## src/rtl/multiport_qdr_rr.sv

```systemverilog
// N-port command arbiter in front of a single QDR SRAM controller port.
// Reads are tagged with their port so returning data is steered back by a latency-matched pipe.
module multiport_qdr_rr #(
    parameter int C_NUM_PORTS     = 2,
    parameter int C_WIDE_DATA     = 0,
    parameter int QDR_LATENCY     = 10,
    parameter int C_PRIORITY_MODE = 0
) (
    input  logic                                       clk,
    input  logic                                       rst,
    input  logic [C_NUM_PORTS*32-1:0]                  in_cmd_addr,
    input  logic [C_NUM_PORTS-1:0]                     in_wr_strb,
    input  logic [C_NUM_PORTS*36*(1+C_WIDE_DATA)-1:0]  in_wr_data,
    input  logic [C_NUM_PORTS*4*(1+C_WIDE_DATA)-1:0]   in_wr_be,
    input  logic [C_NUM_PORTS-1:0]                     in_rd_strb,
    output logic [C_NUM_PORTS-1:0]                     in_cmd_ack,
    output logic [C_NUM_PORTS-1:0]                     in_rd_dvld,
    output logic [36*(1+C_WIDE_DATA)-1:0]              in_rd_data,
    output logic [31:0]                                out_cmd_addr,
    output logic                                       out_wr_strb,
    output logic [36*(1+C_WIDE_DATA)-1:0]              out_wr_data,
    output logic [4*(1+C_WIDE_DATA)-1:0]               out_wr_be,
    output logic                                       out_rd_strb,
    input  logic                                       out_rd_dvld,
    input  logic [36*(1+C_WIDE_DATA)-1:0]              out_rd_data,
    output logic                                       rd_err
);

    localparam int N  = C_NUM_PORTS;
    localparam int D  = 36 * (1 + C_WIDE_DATA);
    localparam int B  = 4 * (1 + C_WIDE_DATA);
    localparam int PW = $clog2(C_NUM_PORTS);
    localparam int L  = QDR_LATENCY;

    logic [N-1:0]  req;
    logic          gnt_any;
    logic [PW-1:0] gnt_idx;
    logic [PW-1:0] scan_idx;
    logic [PW-1:0] last_grant;
    logic [PW-1:0] wsel;
    logic          wsel_vld;
    logic [31:0]   gnt_addr;
    logic [D-1:0]  gnt_data;
    logic [B-1:0]  gnt_be;
    logic          gnt_wr;
    logic          gnt_rd;
    logic [D-1:0]  wsel_data;
    logic [B-1:0]  wsel_be;
    logic [L-1:0]  tag_vld;
    logic [PW-1:0] tag_port [L];

    assign req        = in_wr_strb | in_rd_strb;
    assign in_rd_data = out_rd_data;

    // Grant: scan from the port after the last winner, or from port 0 in fixed-priority mode.
    always_comb begin
        gnt_any  = 1'b0;
        gnt_idx  = '0;
        scan_idx = '0;
        for (int k = 0; k < N; k++) begin
            if (C_PRIORITY_MODE != 0) begin
                scan_idx = PW'(k);
            end else begin
                scan_idx = PW'((int'(last_grant) + 1 + k) % N);
            end
            if (!gnt_any && req[scan_idx]) begin
                gnt_any = 1'b1;
                gnt_idx = scan_idx;
            end
        end
    end

    always_comb begin
        in_cmd_ack = '0;
        in_rd_dvld = '0;
        gnt_addr   = '0;
        gnt_data   = '0;
        gnt_be     = '0;
        gnt_wr     = 1'b0;
        gnt_rd     = 1'b0;
        wsel_data  = '0;
        wsel_be    = '0;
        for (int i = 0; i < N; i++) begin
            if (gnt_idx == PW'(i)) begin
                in_cmd_ack[i] = gnt_any;
                gnt_addr      = in_cmd_addr[i*32 +: 32];
                gnt_data      = in_wr_data[i*D +: D];
                gnt_be        = in_wr_be[i*B +: B];
                gnt_wr        = in_wr_strb[i];
                gnt_rd        = in_rd_strb[i];
            end
            if (wsel == PW'(i)) begin
                wsel_data = in_wr_data[i*D +: D];
                wsel_be   = in_wr_be[i*B +: B];
            end
            if (tag_port[L-1] == PW'(i)) begin
                in_rd_dvld[i] = tag_vld[L-1];
            end
        end
    end

    // Stage p0: command towards the controller, plus the second write beat from wsel.
    // A new write's first beat takes the data register over a previous burst's second beat.
    always_ff @(posedge clk or negedge rst) begin
        if (!rst) begin
            last_grant   <= PW'(N - 1);
            wsel         <= '0;
            wsel_vld     <= 1'b0;
            out_wr_strb  <= 1'b0;
            out_rd_strb  <= 1'b0;
            out_cmd_addr <= '0;
            out_wr_data  <= '0;
            out_wr_be    <= '0;
        end else begin
            out_wr_strb <= gnt_any & gnt_wr;
            out_rd_strb <= gnt_any & gnt_rd;
            wsel_vld    <= gnt_any & gnt_wr;
            if (gnt_any) begin
                last_grant   <= gnt_idx;
                wsel         <= gnt_idx;
                out_cmd_addr <= gnt_addr;
            end
            if (gnt_any && gnt_wr) begin
                out_wr_data <= gnt_data;
                out_wr_be   <= gnt_be;
            end else if (wsel_vld) begin
                out_wr_data <= wsel_data;
                out_wr_be   <= wsel_be;
            end
        end
    end

    // Stage p1..pL: read tag pipe, fed from the registered read strobe and its port.
    always_ff @(posedge clk or negedge rst) begin
        if (!rst) begin
            tag_vld <= '0;
            rd_err  <= 1'b0;
        end else begin
            tag_vld <= {tag_vld[L-2:0], out_rd_strb};
            if (out_rd_dvld != tag_vld[L-1]) begin
                rd_err <= 1'b1;
            end
        end
    end

    always_ff @(posedge clk) begin
        tag_port[0] <= last_grant;
        for (int i = 1; i < L; i++) begin
            tag_port[i] <= tag_port[i-1];
        end
    end

endmodule

```

## config.mk

```make
export PLATFORM = sky130hd
export DESIGN_NAME = multiport_qdr_rr
export DESIGN_NICKNAME = d
export VERILOG_FILES = /design/src/rtl/multiport_qdr_rr.sv
export SDC_FILE = /design/constraint.sdc
export NUM_CORES = 1
export LEC_CHECK = 0
export ABC_AREA = 1
export CORE_MARGIN = 3
export CORE_UTILIZATION = 40
export CTS_CLUSTER_DIAMETER = 50
export DETAILED_ROUTE_END_ITERATION = 16
export GPL_ROUTABILITY_DRIVEN = 0
export PLACE_DENSITY = 0.82
export SETUP_SLACK_MARGIN = 0.5
export SYNTH_ARGS = -nofsm -noshare
export SYNTH_HDL_FRONTEND = slang
export SYNTH_SLANG_ARGS = --single-unit
```

## constraint.sdc

```tcl
create_clock -name clk -period 1.7 [get_ports clk]
set_input_delay 0.425 -clock clk [delete_from_list [all_inputs] [get_ports clk]]
set_output_delay 0.425 -clock clk [all_outputs]
set_load 0.1 [all_outputs]
```

==> results.sh <==
export IMPL_grt_usage_pct=31.10
export IMPL_cts_sinks=97
export IMPL_max_freq_mhz=528.7
export IMPL_cts_tree="done"
export IMPL_cp_slowest_cell="dfstp_2"
export IMPL_post_route_min_period_ns=1.891
export IMPL_clk_latency_ns=0.35
export IMPL_start_kind="flop"
export IMPL_grt_pass1_wl_um=38510
export IMPL_leakagePower_nw=5.582
export IMPL_final_layout_size_suffix_gt1_share_pct=38.59
export IMPL_cts_hold_buffers_added=0
export IMPL_cp_required_ns=1.94
export IMPL_port_buffers=229
export IMPL_synth_area_per_cell_um2=6.821
export IMPL_syn2layout_area_growth_pct=103.5
export IMPL_fp_dieW_um=124.5
export IMPL_dieArea_um2=15510
export IMPL_wl_um=28520
export IMPL_drt_iter0_drc=873
export IMPL_drt_pass1_iterations=9
export IMPL_hpwl_um=13670
export IMPL_syn_area_um2=5620
export IMPL_finClkSkew_ns=0.01027
export IMPL_worst_ep_arrival_time_ns=2.13
export IMPL_crit_chain="o21ai_4, nand2_4, buf_6, buf_8, nand2_8, nand2_8, buf_12, buf_12, clkbuf_16, nand2_4, nand2_1, nand2_1"
export IMPL_finalCritPeriodShare_pct=111.3
export IMPL_cp_top_family="buffers and inverters"
export IMPL_grt_start_max_net_pins=82
export IMPL_final_nets=1273
export IMPL_io_pins=302
export IMPL_ys_ff_latch=97
export IMPL_critPathMaxStageDelay_ns=0.58
export IMPL_total_power_mw=13.13
export IMPL_grt_overflow=0
export IMPL_cts_htree_levels=3
export IMPL_ys_warn_count=0
export IMPL_worst_slack_ns=-0.1914
export IMPL_status="complete, but fails checks"
export IMPL_powerDensity_nw_per_um2=1148
export IMPL_ys_seq_area_share_pct=42.32
export IMPL_grt_pass1_vias=6924
export IMPL_synthSimpleGateAreaFrac_pct=35.22
export IMPL_crit_type="reg2reg"
export IMPL_synth_xor_area_share_pct=0
export IMPL_ir_worst_vdd_mv=0.8306
export IMPL_cts_buffer_depth=2
export IMPL_cts_buffers=9
export IMPL_failed_checks="negative setup slack"
export IMPL_fin_util_pct=84.70
export IMPL_setup_violations=73
export IMPL_vias=7370
export IMPL_synth_top_family_by_area="simple AND/OR/NAND/NOR gates"
export IMPL_syn_nets=1011
export IMPL_hold_slack_ns=0.03201
export IMPL_min_path_type="in2async"
export IMPL_fp_dieH_um=124.5
export IMPL_drc_errors=0
export IMPL_hold_viol=0
export IMPL_synthMuxAreaShare_pct=0
export IMPL_dpl_cell_area_um2=8950
export IMPL_rsz0062_at_grt="true"
export IMPL_antenna_found_initial=0
export IMPL_root_buffer="clkbuf_16"
export IMPL_clk_pin_slew_ns=0.08
export IMPL_crit_fanout=5
export IMPL_finish_instance_area_um2=11440
export IMPL_drv_cap=0
export IMPL_report_final_slew_viol_count=0
export IMPL_wire_per_inst_um=22.51
export IMPL_diodes=0
export IMPL_end_kind="flop"
export IMPL_path_buf_inv=5
export IMPL_initial_utilization_pct=41.62
export IMPL_ys_types=18
export IMPL_placementRows=42
export IMPL_worst_slew_pin_slew_ns=0.4031
export IMPL_synthAdderAreaFrac_pct=0
export IMPL_core_area_um2=13510
export IMPL_vias_per_cell=5.817
export IMPL_max_slew_margin_pct=72.84
export IMPL_netlist_instances=824
export IMPL_synth_compound_area_share_pct=7.614
export IMPL_postRouteAntennaNets=0
cells in the final DEF (no fill, tap or decap), types with 3 or more instances in the layout:
cell	count
clkinv_4	4
nand3_1	70
buf_4	33
buf_8	7
inv_1	81
buf_12	106
clkdlybuf4s50_1	145
a21oi_1	41
buf_16	24
dfrtp_2	75
nand2_8	3
clkbuf_16	18
nand2_2	41
nand4_1	40
nand2_4	33
nand3_2	40
dfxtp_1	9
o21ai_0	41
buf_6	16
dfrtp_1	10
nand2_1	230
inv_2	3
per-layer routing:
| metal | vias to the layer above | routed length (um) | track usage [%] |
|---|---|---|---|
| li1 | 3134 | - | - |
| met1 | 3354 | 9128 | 34.38 |
| met2 | 656 | 13950 | 55.53 |
| met3 | 226 | 3243 | 8.662 |
| met4 | 0 | 2197 | 13.67 |
| met5 | - | 0 | 0 |
flip-flops by register name, summed over array words and instances (netlist names), 4 cells and up:
| register | flops |
|---|---|
| tag_vld | 10 |
| tag_port | 10 |
| out_wr_be | 4 |
| out_cmd_addr | 32 |
| out_wr_data | 36 |
layout make-up:
| class | instances | area, um2 |
|---|---|---|
| sequential | 97 | 2477 |
| timing repair buffer | 345 | 5061 |
| multi-input combinational | 546 | 3047 |
| tap | 176 | 220.2 |
| fill | 624 | 2066 |
| clock buffer | 10 | 239.0 |
| inverter | 87 | 337.8 |
| clock inverter | 6 | 57.56 |
stage by stage:
stage | TNS [ns] | std cells | setup WS [ns]
floorplan | 0 | 824 | 0.2218
global placement | -18.76 | 1169 | -0.3093
detailed placement | -21.65 | 1169 | -0.3596
CTS | -0.7654 | 1247 | -0.09363
global route | -6.952 | 1267 | -0.2154
finish | -4.606 | 1267 | -0.1914
final timing paths:
path | start | to | slack (ns) | depth (start not counted)
setup reg to reg | last_grant | out_wr_data[27] | -0.19 | 12
hold reg to reg | tag_port[0] | tag_port[1] | 0.33 | 0
min in group clk | tag_port[0] | tag_port[1] | 0.33 | 0
hold / removal | rst | out_wr_data[17] | 0.03 | 2
setup / recovery | last_grant | out_wr_data[27] | -0.19 | 12
max in group asynchronous | rst | out_cmd_addr[1] | 1.31 | 2
report_power, final:
part           switching (mW)  internal, mW
registers               0.471          2.79
clock network           0.984          1.07
logic                    4.67          3.15
synthesized netlist by cell type (all sizes together):
| library cell | count | share of area, % |
|---|---|---|
| dfxtp | 10 | 3.6 |
| a21oi | 41 | 3.7 |
| nand4 | 40 | 4.5 |
| o21ai | 42 | 3.8 |
| inv | 86 | 5.7 |
| nand3 | 112 | 10 |
| clkinv | 1 | 0.067 |
| dfstp | 1 | 0.47 |
| nand2 | 307 | 21 |
| nor2 | 3 | 0.20 |
| clkbuf | 42 | 2.8 |
| a22o | 1 | 0.16 |
| buf | 52 | 6.2 |
| dfrtp | 86 | 38 |
cells by family (layout without fill, tap and decap cells):
logic type             count (synthesis)  after routing
and+or+nand+nor                      462            462
buffers and inverters                181            448
AOI/OAI and AO/OA                     84             84
DFF                                   97             97
what timing repair did:
| action | 4_1_cts | 5_1_grt |
|---|---|---|
| buffers inserted | 37 | 11 |
| gates resized for setup | 154 | 91 |
| setup endpoints to repair | 155 | 155 |
| cloned | 25 | 9 |
| pin swaps | 32 | 42 |
No activity file was read; power rests on OpenSTA's default activity.
